--- config.mk ---
export PLATFORM = sky130hd
export DESIGN_NAME = core_sequencer
export DESIGN_NICKNAME = d
export VERILOG_FILES = /design/src/rtl/core_pkg.sv /design/src/rtl/npc_sel.sv /design/src/rtl/core_sequencer.sv
export SDC_FILE = /design/constraint.sdc
export NUM_CORES = 1
export LEC_CHECK = 0
export CAP_MARGIN = 40
export CORE_ASPECT_RATIO = 0.7
export CORE_UTILIZATION = 48
export CTS_BUF_LIST = sky130_fd_sc_hd__clkbuf_16
export DETAILED_ROUTE_END_ITERATION = 10
export HOLD_SLACK_MARGIN = 0.05
export PLACE_DENSITY = 0.79
export SYNTH_ARGS = -nofsm -noshare
export SYNTH_HDL_FRONTEND = slang
export SYNTH_SLANG_ARGS = --single-unit
--- constraint.sdc ---
create_clock -name clk -period 5 [get_ports clk]
set_clock_uncertainty 0.2 [all_clocks]
set_input_delay 1 -clock clk [delete_from_list [all_inputs] [get_ports clk]]
set_output_delay 1 -clock clk [all_outputs]
set_load 0.05 [all_outputs]
--- src/rtl/core_pkg.sv ---
// Shared types and constants for the multi-cycle RV32 subset core:
// sequencer states, reset/halt encodings and ALU operation codes.
package core_pkg;

  typedef enum logic [2:0] {
    ST_IDLE   = 3'd0,
    ST_FETCH  = 3'd1,
    ST_DECODE = 3'd2,
    ST_EXEC   = 3'd3,
    ST_MEM    = 3'd4,
    ST_WB     = 3'd5,
    ST_HALT   = 3'd6
  } seq_state_e;

  localparam logic [31:0] RESET_PC_DEFAULT  = 32'h0000_0000;
  localparam logic [31:0] HALT_INSN_DEFAULT = 32'h0000_0073;
  localparam logic [31:0] PC_STEP           = 32'd4;

  typedef enum logic [3:0] {
    ALU_ADD  = 4'd0,
    ALU_SUB  = 4'd1,
    ALU_AND  = 4'd2,
    ALU_OR   = 4'd3,
    ALU_XOR  = 4'd4,
    ALU_SLL  = 4'd5,
    ALU_SRL  = 4'd6,
    ALU_SRA  = 4'd7,
    ALU_SLT  = 4'd8,
    ALU_SLTU = 4'd9,
    ALU_EQ   = 4'd10
  } alu_op_e;

endpackage

--- src/rtl/npc_sel.sv ---
// Next-PC selection: jal beats jalr, jalr beats a taken branch,
// everything else falls through to pc+4. Sums wrap modulo 2^32.
module npc_sel (
  input  logic [31:0] pc,
  input  logic [31:0] imm,
  input  logic [31:0] alu_result,
  input  logic        jal_en,
  input  logic        jalr_en,
  input  logic        branch_en,
  output logic [31:0] next_pc
);
  import core_pkg::*;

  // Priority mux over the jump/branch sources
  always_comb begin
    next_pc = pc + PC_STEP;
    if (jal_en) begin
      next_pc = pc + imm;
    end else if (jalr_en) begin
      next_pc = {alu_result[31:1], 1'b0};
    end else if (branch_en && alu_result[0]) begin
      next_pc = pc + imm;
    end else begin
      next_pc = pc + PC_STEP;
    end
  end

endmodule

--- src/rtl/core_sequencer.sv ---
// Multi-cycle FETCH/DECODE/EXEC/MEM/WB control FSM. All outputs come
// straight from flops; the flag outputs are decoded from the next state.
module core_sequencer #(
  parameter logic [31:0] RESET_PC  = core_pkg::RESET_PC_DEFAULT,
  parameter logic [31:0] HALT_INSN = core_pkg::HALT_INSN_DEFAULT
) (
  input  logic        clk,
  input  logic        reset,
  input  logic        start,
  output logic        imem_req,
  output logic [31:0] imem_addr,
  input  logic        imem_ack,
  input  logic [31:0] imem_rdata,
  output logic [31:0] insn,
  input  logic        branch_en,
  input  logic        jal_en,
  input  logic        jalr_en,
  input  logic        mem_re,
  input  logic        mem_we,
  input  logic        reg_we,
  input  logic [31:0] imm,
  input  logic [31:0] alu_result,
  output logic        dmem_req,
  output logic        dmem_we,
  output logic [31:0] dmem_addr,
  input  logic        dmem_ack,
  output logic        rf_we,
  output logic [31:0] pc,
  output logic        busy,
  output logic        halted
);
  import core_pkg::*;

  seq_state_e  r_state;
  seq_state_e  w_state_nxt;
  logic [31:0] r_pc;
  logic [31:0] r_insn;
  logic [31:0] r_next_pc;
  logic [31:0] r_dmem_addr;
  logic [31:0] w_npc;
  logic        r_is_store;
  logic        r_wr_pend;
  logic        r_imem_req, r_dmem_req, r_dmem_we, r_rf_we, r_busy, r_halted;
  logic        w_imem_req_nxt, w_dmem_req_nxt, w_dmem_we_nxt;
  logic        w_rf_we_nxt, w_busy_nxt, w_halted_nxt;

  npc_sel u_npc_sel (
    .pc         (r_pc),
    .imm        (imm),
    .alu_result (alu_result),
    .jal_en     (jal_en),
    .jalr_en    (jalr_en),
    .branch_en  (branch_en),
    .next_pc    (w_npc)
  );

  // State register
  always_ff @(posedge clk) begin
    if (reset) begin
      r_state <= ST_IDLE;
    end else begin
      r_state <= w_state_nxt;
    end
  end

  // Next-state logic; acks only count in the state that owns the request
  always_comb begin
    w_state_nxt = r_state;
    case (r_state)
      ST_IDLE, ST_HALT: begin
        if (start) w_state_nxt = ST_FETCH;
        else       w_state_nxt = r_state;
      end
      ST_FETCH: begin
        if (!imem_ack)                    w_state_nxt = ST_FETCH;
        else if (imem_rdata == HALT_INSN) w_state_nxt = ST_HALT;
        else                              w_state_nxt = ST_DECODE;
      end
      ST_DECODE: w_state_nxt = ST_EXEC;
      ST_EXEC: begin
        if (mem_re || mem_we) w_state_nxt = ST_MEM;
        else                  w_state_nxt = ST_WB;
      end
      ST_MEM: begin
        if (dmem_ack) w_state_nxt = ST_WB;
        else          w_state_nxt = ST_MEM;
      end
      ST_WB:   w_state_nxt = ST_FETCH;
      default: w_state_nxt = ST_IDLE;
    endcase
  end

  // Output flags for the coming state; store/write intent is taken live in EXEC
  always_comb begin
    w_imem_req_nxt = (w_state_nxt == ST_FETCH);
    w_dmem_req_nxt = (w_state_nxt == ST_MEM);
    w_busy_nxt     = (w_state_nxt != ST_IDLE) && (w_state_nxt != ST_HALT);
    w_halted_nxt   = (w_state_nxt == ST_HALT);
    w_dmem_we_nxt  = 1'b0;
    w_rf_we_nxt    = 1'b0;
    if (r_state == ST_EXEC) begin
      w_dmem_we_nxt = w_dmem_req_nxt && mem_we;
      w_rf_we_nxt   = (w_state_nxt == ST_WB) && reg_we && !mem_we;
    end else begin
      w_dmem_we_nxt = w_dmem_req_nxt && r_is_store;
      w_rf_we_nxt   = (w_state_nxt == ST_WB) && r_wr_pend;
    end
  end

  // Registered control outputs
  always_ff @(posedge clk) begin
    if (reset) begin
      r_imem_req <= 1'b0;
      r_dmem_req <= 1'b0;
      r_dmem_we  <= 1'b0;
      r_rf_we    <= 1'b0;
      r_busy     <= 1'b0;
      r_halted   <= 1'b0;
    end else begin
      r_imem_req <= w_imem_req_nxt;
      r_dmem_req <= w_dmem_req_nxt;
      r_dmem_we  <= w_dmem_we_nxt;
      r_rf_we    <= w_rf_we_nxt;
      r_busy     <= w_busy_nxt;
      r_halted   <= w_halted_nxt;
    end
  end

  // PC, instruction register and EXEC-stage latches
  always_ff @(posedge clk) begin
    if (reset) begin
      r_pc        <= RESET_PC;
      r_insn      <= 32'h0000_0000;
      r_next_pc   <= 32'h0000_0000;
      r_dmem_addr <= 32'h0000_0000;
      r_is_store  <= 1'b0;
      r_wr_pend   <= 1'b0;
    end else begin
      case (r_state)
        ST_IDLE, ST_HALT: if (start) r_pc <= RESET_PC;
        ST_FETCH:         if (imem_ack) r_insn <= imem_rdata;
        ST_EXEC: begin
          r_next_pc   <= w_npc;
          r_dmem_addr <= alu_result;
          r_is_store  <= mem_we;
          r_wr_pend   <= reg_we && !mem_we;
        end
        ST_WB:   r_pc <= r_next_pc;
        default: r_pc <= r_pc;
      endcase
    end
  end

  assign imem_req  = r_imem_req;
  assign imem_addr = r_pc;
  assign insn      = r_insn;
  assign dmem_req  = r_dmem_req;
  assign dmem_we   = r_dmem_we;
  assign dmem_addr = r_dmem_addr;
  assign rf_we     = r_rf_we;
  assign pc        = r_pc;
  assign busy      = r_busy;
  assign halted    = r_halted;

endmodule

After elaboration in Yosys (flattened, before gate mapping)
Index checks and enable logic that the tools add are counted.

cells by class
  add/subtract/negate cells = 2
  multipliers = 0
  div/mod/pow operators = 0
  magnitude comparators = 0
  equality and inequality tests = 13
  shifts and indexed selects = 0
  mux-type cells = 13
  bitwise operators = 0
  reductions and logical operators = 16

operator list
  cell                                                   count
  2-to-1 mux 32 bit                                      4
  case mux 32 bit (2 select lines)                       1
  adder 32 x 3 -> 32 bit (second input constant)         1
  adder 32 bit                                           1
  equality test 32 x 7 -> 1 bit (second input constant)  1
  equality test 3 bit (second input constant)            6
  case mux 3 bit (6 select lines)                        1
  2-to-1 mux 3 bit                                       3
  logical AND 1 bit                                      8
  equality test 3 x 1 -> 1 bit (second input constant)   2
  equality test 3 x 2 -> 1 bit (second input constant)   2
  2-to-1 mux 1 bit                                       4
  AND reduction 2 bit                                    2
  logical NOT 3 bit                                      1
  inequality test 3 bit (second input constant)          1
  nonzero test 3 bit                                     1
  inequality test 2 bit (second input constant)          1
  nonzero test 2 bit                                     1
  OR reduction 2 bit                                     1
  logical NOT 1 bit                                      1
  logical OR 1 bit                                       1

storage, ports and cells
  register bits = 139
  bits in latches = 0
  RAM bits = 0
  bits in read-only memories = 0
  bits of input ports = 107
  output and inout port bits = 134
  memories = 0

Longest topological paths before layout
  depth after elaboration = 8
  gate-level depth with buffers = 13

By module
A second synthesis with hierarchy kept.

unflattened totals
  cell total of the unflattened synthesis = 1,072
  area, all modules = 8,120.3 um^2

by module, submodules not included
  module          times used  cells each  area each (um^2)  sequential area each (um^2)
  core_sequencer  1           625         5,203.7           2,782.7
  npc_sel         1           447         2,916.5           0.0

Worst setup path before layout
No wires, ideal clock.

  path type = input -> register
  start = in imm[0]
  end = reg r_next_pc[20]
  library setup time = 0.062 ns
  arrival time = 3.641 ns
  data required time = 4.738 ns
  setup slack = 1.097 ns
  cell stages on the path = 13
  path buffers = 0
  cells stage by stage = ha_1 fa_1 a21o_2 nand4_1 a21oi_1 o211a_1 nor2b_2 a41oi_2 a41oi_2 nor2b_1 mux2_2 o21ai_0 a32o_1

on the way
  word-level cells in the longest chain between the ends = 4

ends and longest elaborated chain
  what                   line                          text
  start, declared        core_sequencer.sv:21          input logic [31:0] imm,
  adder 32 bit (*)       npc_sel.sv:18, npc_sel.sv:22
  2-to-1 mux 32 bit      npc_sel.sv:21                 end else if (branch_en && alu_result[0]) begin
  2-to-1 mux 32 bit      npc_sel.sv:19                 end else if (jalr_en) begin
  2-to-1 mux 32 bit (*)  npc_sel.sv:17                 if (jal_en) begin
  end signal, assigned   core_sequencer.sv:143         r_next_pc <= w_npc;
  end, declared          core_sequencer.sv:38          logic [31:0] r_next_pc;

Mark *: on every way between the ends. The rest lies on a longest branch, timed or not.
A chain may end at the register's enable or synchronous reset.

Final worst setup path
Ends and elaborated chain as after synthesis.

==> impl_metrics.tcl <==
set metrics [dict create \
    synth-seq-cells 139 \
    drt_iter0_drc 855 \
    setup_violations 0 \
    critPathMaxFanout 5 \
    dieArea_um2 16930 \
    synth_edf_count 0 \
    slew_headroom 0.4319 \
    dominantRegCellSynth "dfxtp_1" \
    path_class "in2reg" \
    yosysSeqAreaShare 0.3533 \
    via_per_inst 5.894 \
    coreArea_um2 15790 \
    worst_pin_slew_ps 852.1 \
    r2r-start "imem_addr[0]" \
    path_common_cell "a41oi_2" \
    htreeDepth 4 \
    met2_usage 0.4829 \
    slew_viol_final 0 \
    async_flop_share 0 \
    synth.distinct_cells 71 \
    status "complete, no violations" \
    start_kind "input port" \
    die_w_um 155.1 \
    startpoint "imm[0]" \
    critPathArrivalTime_ps 4390 \
    finalHoldViolations 0 \
    synth_largest_area_cell "dfxtp_1" \
    p_total_uw 3006 \
    clock_sinks 139 \
    combPwrFrac 0.145 \
    rsz0062_at_grt "no" \
    ir_drop_mv 0.1907 \
    fin_util 0.6905 \
    grt_pass1_vias 7699 \
    hold_class "reg2reg" \
    antennaDiodeCount 0 \
    cp.required_ps 5160 \
    track_usage 0.3160 \
    p_clk_frac 0.473 \
    numPortBuffers 240 \
    gr-total-overflow 0 \
    pwr-share-seq 0.382 \
    row_count 38 \
    p_sw_frac 0.2804 \
    finalCritPeriodShare 0.8457 \
    critical_path_depth 14 \
    final_nets 1357 \
    postCtsSetupBuffers 0 \
    maxCapViolations 0 \
    cts.repair.resized 0 \
    syn_avg_cell_area_um2 7.647 \
    netlist_top_cells_count "197 x nand2_1, 139 x dfxtp_1, 136 x a21oi_1, 100 x nor2_1, 52 x clkbuf_1" \
    grt.busiest_layer "met2" \
    drc_errors 0 \
    route.detailed.wl_per_inst_um 18.95 \
    crit_buf_inv 1 \
    r2r_cells 13 \
    n_fill_cell 1331 \
    fin_setup_tns_ps 0 \
    crit_slowest_cell "fa_1" \
    ys_warn_count 0 \
    synth_fp_nets 1170 \
    yosysTopAreaCellShare 0.3533 \
    p_leak_uw 0.003928 \
    cts_tree "yes" \
    dr.pass1.iters 5 \
    syn_inst 1030 \
    routabilityCongestion 0.9321 \
    period_needed_ps 4228 \
    crit_family "compound AO/OA/AOI/OAI gates" \
    ant_nets 0 \
    initial_utilization 0.4990 \
    root_buffer "clkbuf_16" \
    dp_hpwl_um 19230 \
    hold_depth 2 \
    grtUsageMet3 0.06836 \
    power_density_nw_per_um2 275.8 \
    syn_to_final_growth_pct 38.38 \
    num_vias 8546 \
    p_sw_uw 842.9 \
    synth_area_um2 7876 \
    cts-buffers-inserted 17 \
    io_pins 241 \
    antenna_found_initial 0 \
    wirelength_um 27470 \
    met1_usage 0.4457 \
    fmax_mhz 236.5 \
    yosysMostFrequentCell "nand2_1" \
    drive_gt1_frac 0.06016 \
    grt_pass1_wl_um 41430 \
    cts-hold-fix-buffers 0 \
    crit_chain "clkdlybuf4s50_1, ha_1, fa_1, a21o_2, nand4_1, a21oi_1, o211a_1, nor2b_2, a41oi_2, a41oi_2, nor2b_1, mux2_2, o21ai_0, a32o_1" \
    path_clk_slew_ps 60 \
    min_from "r_next_pc[15]" \
    synth_area_leaders "dfxtp_1 35%, nand2_1 9.4%, a21oi_1 8.6%" \
    placed_area_um2 10250 \
    clock_path_buffers 2 \
    power.internal_uw 2164 \
    grt_max_degree 70 \
    die_y_um 109.2 \
    end_kind "flip-flop" \
    final_cell_area_um2 10900 \
    critPathMaxStageDelay_ps 440 \
    insertion_delay_ps 430 \
]
-- registers in the layout (all words and copies together), names as in the netlist --
| register | flops |
|---|---|
| dmem_addr | 32 |
| halted | 1 |
| busy | 1 |
| imem_req | 1 |
| r_wr_pend | 1 |
| imem_addr | 32 |
| rf_we | 1 |
| r_state | 3 |
| r_is_store | 1 |
| r_next_pc | 32 |
| dmem_req | 1 |
| insn | 32 |
| dmem_we | 1 |
-- through the flow --
stage | setup slack (ps) | hold slack, ps | instances
finish | 771.6 | 249.7 | 1450
global route | 651.4 | 271.7 | 1450
CTS | 793.1 | 248.6 | 1450
detailed placement | 394.6 | 239.9 | 1418
global placement | 501.9 | 227.5 | 1415
floorplan | 1097 | 216.0 | 1030
-- worst min-delay path, stage by stage (launching register included) --
cell,delay (ps)
dfxtp_1,310
nand2_1,50
nand2_1,40
-- metal layers --
layer / part of all wire / vias up
met1: 0.45 / 3996
met2: 0.43 / 507
li1: - / 4011
met3: 0.11 / 32
met4: 0.014 / 0
met5: 0 / -
-- cells by family (layout without fill, tap and decap cells) --
group / Yosys count / count (layout) / share of synthesized area
AO/OA/AOI/OAI: 301 / 301 / 0.2445
buffers and inverters: 103 / 303 / 0.06449
flip-flops: 139 / 139 / 0.3533
XOR/XNOR: 49 / 49 / 0.05449
adder cells (fa/ha/maj): 33 / 33 / 0.05338
AND/OR/NAND/NOR: 399 / 399 / 0.2219
multiplexers: 6 / 6 / 0.007943
-- final cells by class --
cell class,instances,area (µm²),area share
Inverter,14,52.55,0.004821
Multi-Input combinational cell,788,4608,0.4228
Clock inverter,15,224.0,0.02055
Timing Repair Buffer,257,2531,0.2322
Tap cell,220,275.3,0.02526
Sequential cell,139,2783,0.2553
Clock buffer,17,425.4,0.03903
-- layout by cell type, fill, tap and decap left out, drive strengths merged, types with 3 or more instances in the layout --
master	n
inv	21
o21ai	35
o21a	3
bufinv	4
a22oi	43
xnor2	33
or3	3
a2bb2oi	8
nor2b	9
and3	7
o221ai	8
clkdlybuf4s50	239
o211ai	9
nor3	22
clkbuf	17
a21o	13
ha	32
nand2b	4
a31oi	7
a21oi	136
nor3b	4
o22ai	6
nor4b	5
nor2	100
nand4	8
nor4	10
nand2	197
nand3	21
a211oi	4
buf	18
dfxtp	139
a41oi	3
xor2	16
mux2i	4
-- worst paths after layout --
check             slack, ps       endpoint
setup / recovery        770  r_next_pc[20]
setup reg to reg       1330  r_next_pc[20]
hold reg to reg         250  r_next_pc[15]
hold / removal          250  r_next_pc[15]
-- power by group through the flow --
stage	clock network [µW]	logic (µW)	registers, µW
floorplan	0	165	1230
global placement	0	418	1170
detailed placement	0	424	1170
CTS	1430	427	1150
global route	1480	456	1150
finish	1420	435	1150
Note: power is estimated with default switching activity, not from simulation.
